**config.mk**
```make
export PLATFORM = sky130hd
export DESIGN_NAME = wb_stage
export DESIGN_NICKNAME = d
export VERILOG_FILES = /design/src/rtl/wb_stage.sv
export SDC_FILE = /design/constraint.sdc
export NUM_CORES = 1
export LEC_CHECK = 0
export ABC_AREA = 1
export BUFFER_PORTS_ARGS = -buffer_cell sky130_fd_sc_hd__buf_4
export CAP_MARGIN = 20
export CORE_MARGIN = 2
export CORE_UTILIZATION = 66
export CTS_CLUSTER_SIZE = 10
export DETAILED_ROUTE_END_ITERATION = 6
export PLACE_DENSITY = 0.93
export SLEW_MARGIN = 5
export SYNTH_ARGS = -nofsm -noshare
export SYNTH_HDL_FRONTEND = slang
export SYNTH_SLANG_ARGS = --single-unit
```
**constraint.sdc**
```tcl
create_clock -name clk -period 4.35 [get_ports clk]
set_input_delay 0 -clock clk [delete_from_list [all_inputs] [get_ports clk]]
set_output_delay 0 -clock clk [all_outputs]
set_load 0.05 [all_outputs]
```
**src/rtl/wb_stage.sv**
```systemverilog
// Writeback stage and architectural register file with same-cycle write bypass.
// Two-word MUL/DIV results are written over two cycles, stalling upstream for one.
module wb_stage #(
  parameter int unsigned NREG   = 16,
  parameter int unsigned HI_REG = 15
) (
  input  logic        clk,
  input  logic        rst,
  input  logic        valid_i,
  input  logic [15:0] instr_i,
  input  logic [15:0] read_data_i,
  input  logic [31:0] alu_result_i,
  input  logic [3:0]  rs_addr_i,
  input  logic [3:0]  rt_addr_i,
  output logic [15:0] rs_data_o,
  output logic [15:0] rt_data_o,
  output logic        stall_o,
  output logic        wr_en_o,
  output logic [3:0]  wr_addr_o,
  output logic [15:0] wr_data_o
);

  localparam int unsigned AW = 4;
  localparam int unsigned DW = 16;

  typedef enum logic {ST_LO, ST_HI} state_t;

  state_t          state_q, state_d;
  logic [DW-1:0]   hi_q, hi_d;
  logic [DW-1:0]   regs_q [NREG];

  logic [3:0]      opcode;
  logic [AW-1:0]   rd;
  logic            unused_fields;

  assign opcode        = instr_i[15:12];
  assign rd            = instr_i[11:8];
  assign unused_fields = ^instr_i[7:0];

  // State and high-half holding register
  always_ff @(posedge clk or negedge rst) begin
    if (!rst) begin
      state_q <= ST_LO;
      hi_q    <= '0;
    end else begin
      state_q <= state_d;
      hi_q    <= hi_d;
    end
  end

  // Next state and write-port decode; everything forced idle while in reset
  always_comb begin
    state_d   = state_q;
    hi_d      = hi_q;
    stall_o   = 1'b0;
    wr_en_o   = 1'b0;
    wr_addr_o = '0;
    wr_data_o = '0;
    if (rst) begin
      case (state_q)
        ST_LO: begin
          if (valid_i) begin
            if (!opcode[3]) begin
              wr_en_o   = 1'b1;
              wr_addr_o = rd;
              wr_data_o = alu_result_i[15:0];
            end else if (opcode == 4'b1000) begin
              wr_en_o   = 1'b1;
              wr_addr_o = rd;
              wr_data_o = read_data_i;
            end else if (opcode == 4'b1010 || opcode == 4'b1011) begin
              wr_en_o   = 1'b1;
              wr_addr_o = rd;
              wr_data_o = alu_result_i[15:0];
              stall_o   = 1'b1;
              hi_d      = alu_result_i[31:16];
              state_d   = ST_HI;
            end
          end
        end
        ST_HI: begin
          wr_en_o   = 1'b1;
          wr_addr_o = AW'(HI_REG);
          wr_data_o = hi_q;
          state_d   = ST_LO;
        end
        default: state_d = ST_LO;
      endcase
    end
  end

  // Register array; R0 is never stored so it always reads zero
  always_ff @(posedge clk or negedge rst) begin
    if (!rst) begin
      for (int unsigned i = 0; i < NREG; i++) regs_q[i] <= '0;
    end else if (wr_en_o && wr_addr_o != '0) begin
      regs_q[wr_addr_o] <= wr_data_o;
    end
  end

  always_comb begin
    rs_data_o = '0;
    rt_data_o = '0;
    if (rs_addr_i != '0) begin
      rs_data_o = (wr_en_o && wr_addr_o == rs_addr_i) ? wr_data_o : regs_q[rs_addr_i];
    end
    if (rt_addr_i != '0) begin
      rt_data_o = (wr_en_o && wr_addr_o == rt_addr_i) ? wr_data_o : regs_q[rt_addr_i];
    end
  end

endmodule

```
## Word-level counts from Yosys, hierarchy flattened

Cells that the tools add are included.

- Magnitude comparators: 4
- Eq/ne operators: 5
- Multiplexer cells: 37
- Bitwise gates (word level): 5
- Reductions and logical operators: 9

Operators with widths:

| kind | number |
|---|---|
| $bwmux W256 | 1 |
| $mux W16 | 14 |
| $bmux W16 S4 | 2 |
| $demux W16 S4 | 1 |
| $pmux W16 S2 | 1 |
| $mux W4 | 5 |
| $ge A5 B5 Y1 const B | 3 |
| $not A4 Y5 | 3 |
| $eq A4 B4 Y1 const B | 3 |
| $reduce_bool A4 Y1 | 3 |
| $mux W1 | 10 |
| $eq A4 B4 Y1 | 2 |
| $pmux W4 S2 | 1 |
| $reduce_and A6 Y1 | 1 |
| $lt A5 B1 Y1 const B | 1 |
| $logic_and A1 B1 Y1 | 4 |
| $pmux W1 S2 | 2 |
| $not A1 Y1 | 2 |
| $logic_or A1 B1 Y1 | 1 |

- Flip-flop bits (word level): 273
- Output and inout port bits: 54
- Logic and storage cells: 78

## Logic depth before layout (Yosys ltp)

- Depth in word-level cells: 14
- Depth in mapped cells: 14
- Gate-level depth less buffers: 13

## Least setup slack after synthesis

Ideal clock, no wire load.

- Kind: reg2reg
- Start: reg state_q
- End: reg regs_q[126] in the netlist's numbering
- Setup time: 67 ps
- Data arrival time: 2371 ps
- Path slack: 1911 ps
- Cell stages (with the launch flop): 11
- Cells stage by stage: dfrtp_1 > inv_2 > clkbuf_1 > a21oi_1 > nand2_1 > nand2_2 > nor2_4 > inv_2 > buf_2 > nand2_1 > nand2_1

- Elaborated cells on any way between the ends: 16
- Classes of those cells: order compare (2); mux (9); bitwise (2); reduce/logical (3)

RTL lines:

| what | line | RTL |
|---|---|---|
| start: declaration | 28 | `state_t state_q, state_d;` |
| start signal: assignment | 46 | `state_q <= state_d;` |
| $not A1 Y1 (no source line) | - |  |
| $pmux W1 S2 (*) | 60 | `case (state_q)` |
| $mux W1 (*) | 59 | `if (rst) begin` |
| named net wr_en_o | 18 | `output logic wr_en_o,` |
| $logic_and A1 B1 Y1 (*) | 96 | `end else if (wr_en_o && wr_addr_o != '0) begin` |
| end signal: indexed assignment | 97 | `regs_q[wr_addr_o] <= wr_data_o;` |
| end: declaration | 30 | `logic [DW-1:0] regs_q [NREG];` |

The timed path passes the listed nets; every way through them passes the cells marked *.
A chain may end at the register's enable or synchronous reset.

## Worst setup path after layout

- Start: reg state_q
- End: out rs_data_o[10]

- Cells in the longest elaborated chain, start to end: 7
- Elaborated cells on any way between the ends: 11
- Classes of those cells: eq/ne (1); mux (8); bitwise (1); reduce/logical (1)

Ends and longest elaborated chain:

| what | line | RTL |
|---|---|---|
| $not A1 Y1 (no source line) | - |  |
| $pmux W4 S2 | 60 |  |
| $mux W4 | 59 |  |
| $eq A4 B4 Y1 | 105 | `rs_data_o = (wr_en_o && wr_addr_o == rs_addr_i) ? wr_data_o : regs_q[rs_addr_i];` |
| $logic_and A1 B1 Y1 | 105 |  |
| $mux W16 (*) | 105 |  |
| $mux W16 (*) | 104 | `if (rs_addr_i != '0) begin` |
| end: declaration | 15 | `output logic [15:0] rs_data_o,` |

Mark *: on every way between the ends. The rest lies on a longest branch, timed or not.

==> PnR_summary.wiki <==
{| class="wikitable"
! Metric !! Value
|-
| Result of the run || finished, violations left
|-
| Violations in the final reports || DRC
|-
| Cell breakdown of the critical path || inv_2 > nand2_1 > nand3_4 > nand2_1 > nand3_2 > nand2_1 > nand2_1 > nor2_1 > buf_4
|-
| Critical path class || register to output pin
|-
| Mapped cell area || 0.0161 sq mm
|-
| Clock root cell || clkbuf_16
|-
| Layout overhead on the synthesized area || 11.3%
|-
| Initial standard-cell utilization of the core || 66.8%
|-
| Clk pin slew, worst setup/hold paths || 0.05 ns
|-
| Total clock buffers created by CTS || 31
|-
| Worst flop-to-flop path endpoint || regs_q[140]$_DFFE_PN0P_
|-
| Nets || 2450
|-
| Nets in the synthesized netlist || 2434
|-
| Share of the synthesized area in the top cell type || 42.4%
|-
| Total number of yosys warnings || 0
|-
| Total number of clock tree sinks || 273
|-
| Number of synthesized register bits || 273
|-
| HPWL Detailed || 32.5 mm
|-
| TritonCTS clock tree || built
|-
| Critical path's slowest cell || dfrtp_1
|-
| Post-cts gate resize count || 0
|-
| Width of the die || 160 microns
|-
| Port Buffer Count || 120
|-
| Number of iterations in the first detailed-routing pass || 7
|-
| Area enclosed by the die boundary || 0.0257 sq mm
|-
| Slew at the pin closest to its max-slew limit || 1.15 ns
|-
| CTS HTree Levels || 1
|-
| Antenna Nets Post-Route || 0
|-
| Worst R2R Path Depth || 8
|-
| Antenna violations before repair || 0
|-
| Pin count of the biggest net entering global routing || 113
|-
| Library cell with the largest summed area after synthesis || dfrtp_1
|-
| Top Ports || 129
|-
| DR vias || 17300
|-
| Async set-or-reset flop fraction in the synthesized netlist || 100%
|-
| Max Root-Sink Buffers || 3
|-
| IR Drop Worst-Case VDD || 0.332 mV
|-
| Total placed instance area || 0.0169 sq mm
|-
| Termination of the worst setup path || rs_data_o[10]
|-
| Startpoint of the worst register-to-register path || state_q$_DFFE_PN0P_
|-
| Fill cells || 1838
|-
| Lkg Pwr || 0.00867 uW
|-
| Power density normalized to cell area || 371 mW/mm^2
|-
| Achievable frequency || 268 MHz
|-
| Post-CTS Repair Setup Buffers || 0
|-
| Top cell by count, worst path || nand2_1
|-
| Origin of the worst setup path || state_q$_DFFE_PN0P_
|-
| Type of element launching the critical path || register
|-
| Final setup TNS || 0 ns
|-
| Final Hold Violating Endpoints || 0
|-
| Critical path capture point type || output pin
|-
| Setup violations, final || 0
|-
| Ys flop type || dfrtp_1
|-
| Placer's final routability congestion estimate || 0.960
|-
| Number of enable flip-flop cells after synthesis || 0
|-
| Number of antenna repair diodes || 0
|-
| Via density per instance || 6.41
|-
| Class of the tightest hold or removal check || input port to async pin
|-
| Worst reg-to-reg setup slack || 1.23 ns
|-
| CTS Hold Bufs || 19
|-
| Core Area || 0.0241 sq mm
|-
| Dominant cells by area after synthesis || dfrtp_1 (42%), nand2_1 (20%), nand3_1 (6.0%), o21ai_0 (5.5%), o211ai_1 (3.8%)
|-
| Final period demand of the worst path || 3.73 ns
|-
| Vias in the first global route || 16800
|-
| Critical path fanouts, max || 28
|-
| Proportion of layout cells with a drive suffix above 1 || 10.0%
|-
| Fin area || 0.0179 sq mm
|-
| Synthesized instance count || 2359
|-
| Number of DRC markers after the initial detailed-route iteration || 2761
|-
| RSZ-0062 raised after global routing || false
|-
| Biggest cell delay along the critical path || 0.65 ns
|-
| Most frequent cell after synthesis || nand2_1
|-
| Number of rows created at floorplan || 57
|-
| Cell variety after synth || 28
|-
| Wire per inst || 20.4 microns
|-
| Global-route wire length before repair || 86.8 mm
|-
| Routed wire length || 55.0 mm
|-
| Final-report max-slew violation count || 0
|-
| Most numerous cell types in the synthesized netlist || nand2_1 (855), dfrtp_1 (273), nand3_1 (192)
|-
| Arrival time of data at the critical path endpoint || 3.73 ns
|-
| Share of synthesized area occupied by flip-flops and latches || 42.4%
|-
| Maxcap violations || 0
|-
| Worst-case clock skew || 0.0157 ns
|-
| Overall overflow remaining after global route || 0
|-
| Req. time, crit path || 4.35 ns
|-
| Syn avg cell area || 6.83 sq um
|-
| Period Utilization, post-route || 85.6%
|-
| Latest clock arrival within the worst-skew pair || 0.57 ns
|-
| Drc violations || 17
|-
| Vertical die dimension || 160 microns
|-
| Overall Global Routing Usage || 42.8%
|-
| Worst relative slew slack || 23.3%
|}
-- state kept, by name, indices dropped and copies added (netlist names) --
register and cells:
regs_q 256, hi_q 16, state_q 1
-- worst min-delay path by stage --
stage / slack (ns) / end / from / cells past startpoint
finish: 0.11 / hi_q[11]$_DFFE_PN0P_ / rst / 2
detailed placement: 0.12 / hi_q[11]$_DFFE_PN0P_ / rst / 1
CTS: 0.06 / regs_q[190]$_DFFE_PN0P_ / alu_result_i[14] / 7
floorplan: -0.30 / hi_q[0]$_DFFE_PN0P_ / rst / 0
global route: 0.14 / regs_q[190]$_DFFE_PN0P_ / read_data_i[14] / 7
global placement: 0.11 / hi_q[14]$_DFFE_PN0P_ / rst / 1
-- cell type report --
| class | count | area (sq um) | share of cell area, % |
|---|---|---|---|
| Clock inverter | 1 | 8.76 | 0.0489 |
| Clock buffer | 36 | 815 | 4.55 |
| Multi-Input combinational cell | 1770 | 8020 | 44.7 |
| Sequential cell | 273 | 6830 | 38.1 |
| Timing Repair Buffer | 170 | 1360 | 7.57 |
| Tap cell | 324 | 405 | 2.26 |
| Inverter | 129 | 485 | 2.71 |
-- power by group --
part	leakage [uW]	internal, uW	switching, uW
Combinational	0.00464	434	1000
Sequential	0.00363	2780	151
Clock	0.000404	1290	992
-- layout by cell type (no fill, tap or decap), types with 3 or more instances in the layout --
cell type / instances
nand3_1: 192
dlygate4sd3_1: 19
o21ai_1: 119
nor2_2: 12
nand2_1: 855
inv_1: 110
buf_4: 148
nor2_1: 157
clkbuf_16: 31
inv_2: 15
nor2_8: 3
clkinv_1: 3
o21ai_0: 178
dfrtp_1: 273
o211ai_1: 82
nand2_4: 4
a21oi_1: 122
xor2_1: 4
a31oi_1: 4
clkbuf_1: 3
nand2_2: 6
nor2_4: 6
nand4_1: 19
-- logic make-up after synthesis --
group | share of synthesized area [%]
AND/OR/NAND/NOR | 32.5
AO/OA/AOI/OAI | 17.1
XOR/XNOR | 0.218
flip-flops | 42.4
buffers and inverters | 7.79
-- per-layer routing --
| layer | up-vias | wire length, microns | global-route usage [%] |
|---|---|---|---|
| li1 | 7686 | - | - |
| met1 | 7849 | 19100 | 53.2 |
| met2 | 1394 | 23800 | 66.3 |
| met3 | 386 | 7860 | 11.2 |
| met4 | 0 | 4320 | 28.5 |
| met5 | - | 0 | 0 |
-- critical path, delay by kind of cell, from the launching register on --
kind                   cells  cell delay [ns]
AND/OR/NAND/NOR            7             1.92
flip-flops                 1             0.65
buffers and inverters      2             0.59
-- stage by stage --
step	hold slack (ns)	total power [uW]	worst slack [ns]	utilization [%]	std cells
floorplan	-0.296	3870	1.91	-	2359
global placement	0.113	4270	1.51	70.1	2647
detailed placement	0.125	4330	1.40	70.1	2647
CTS	0.0587	6590	0.813	74.3	2703
global route	0.137	6890	0.462	74.3	2703
finish	0.110	6650	0.625	74.3	2703
No activity file was read; power rests on OpenSTA's default activity.
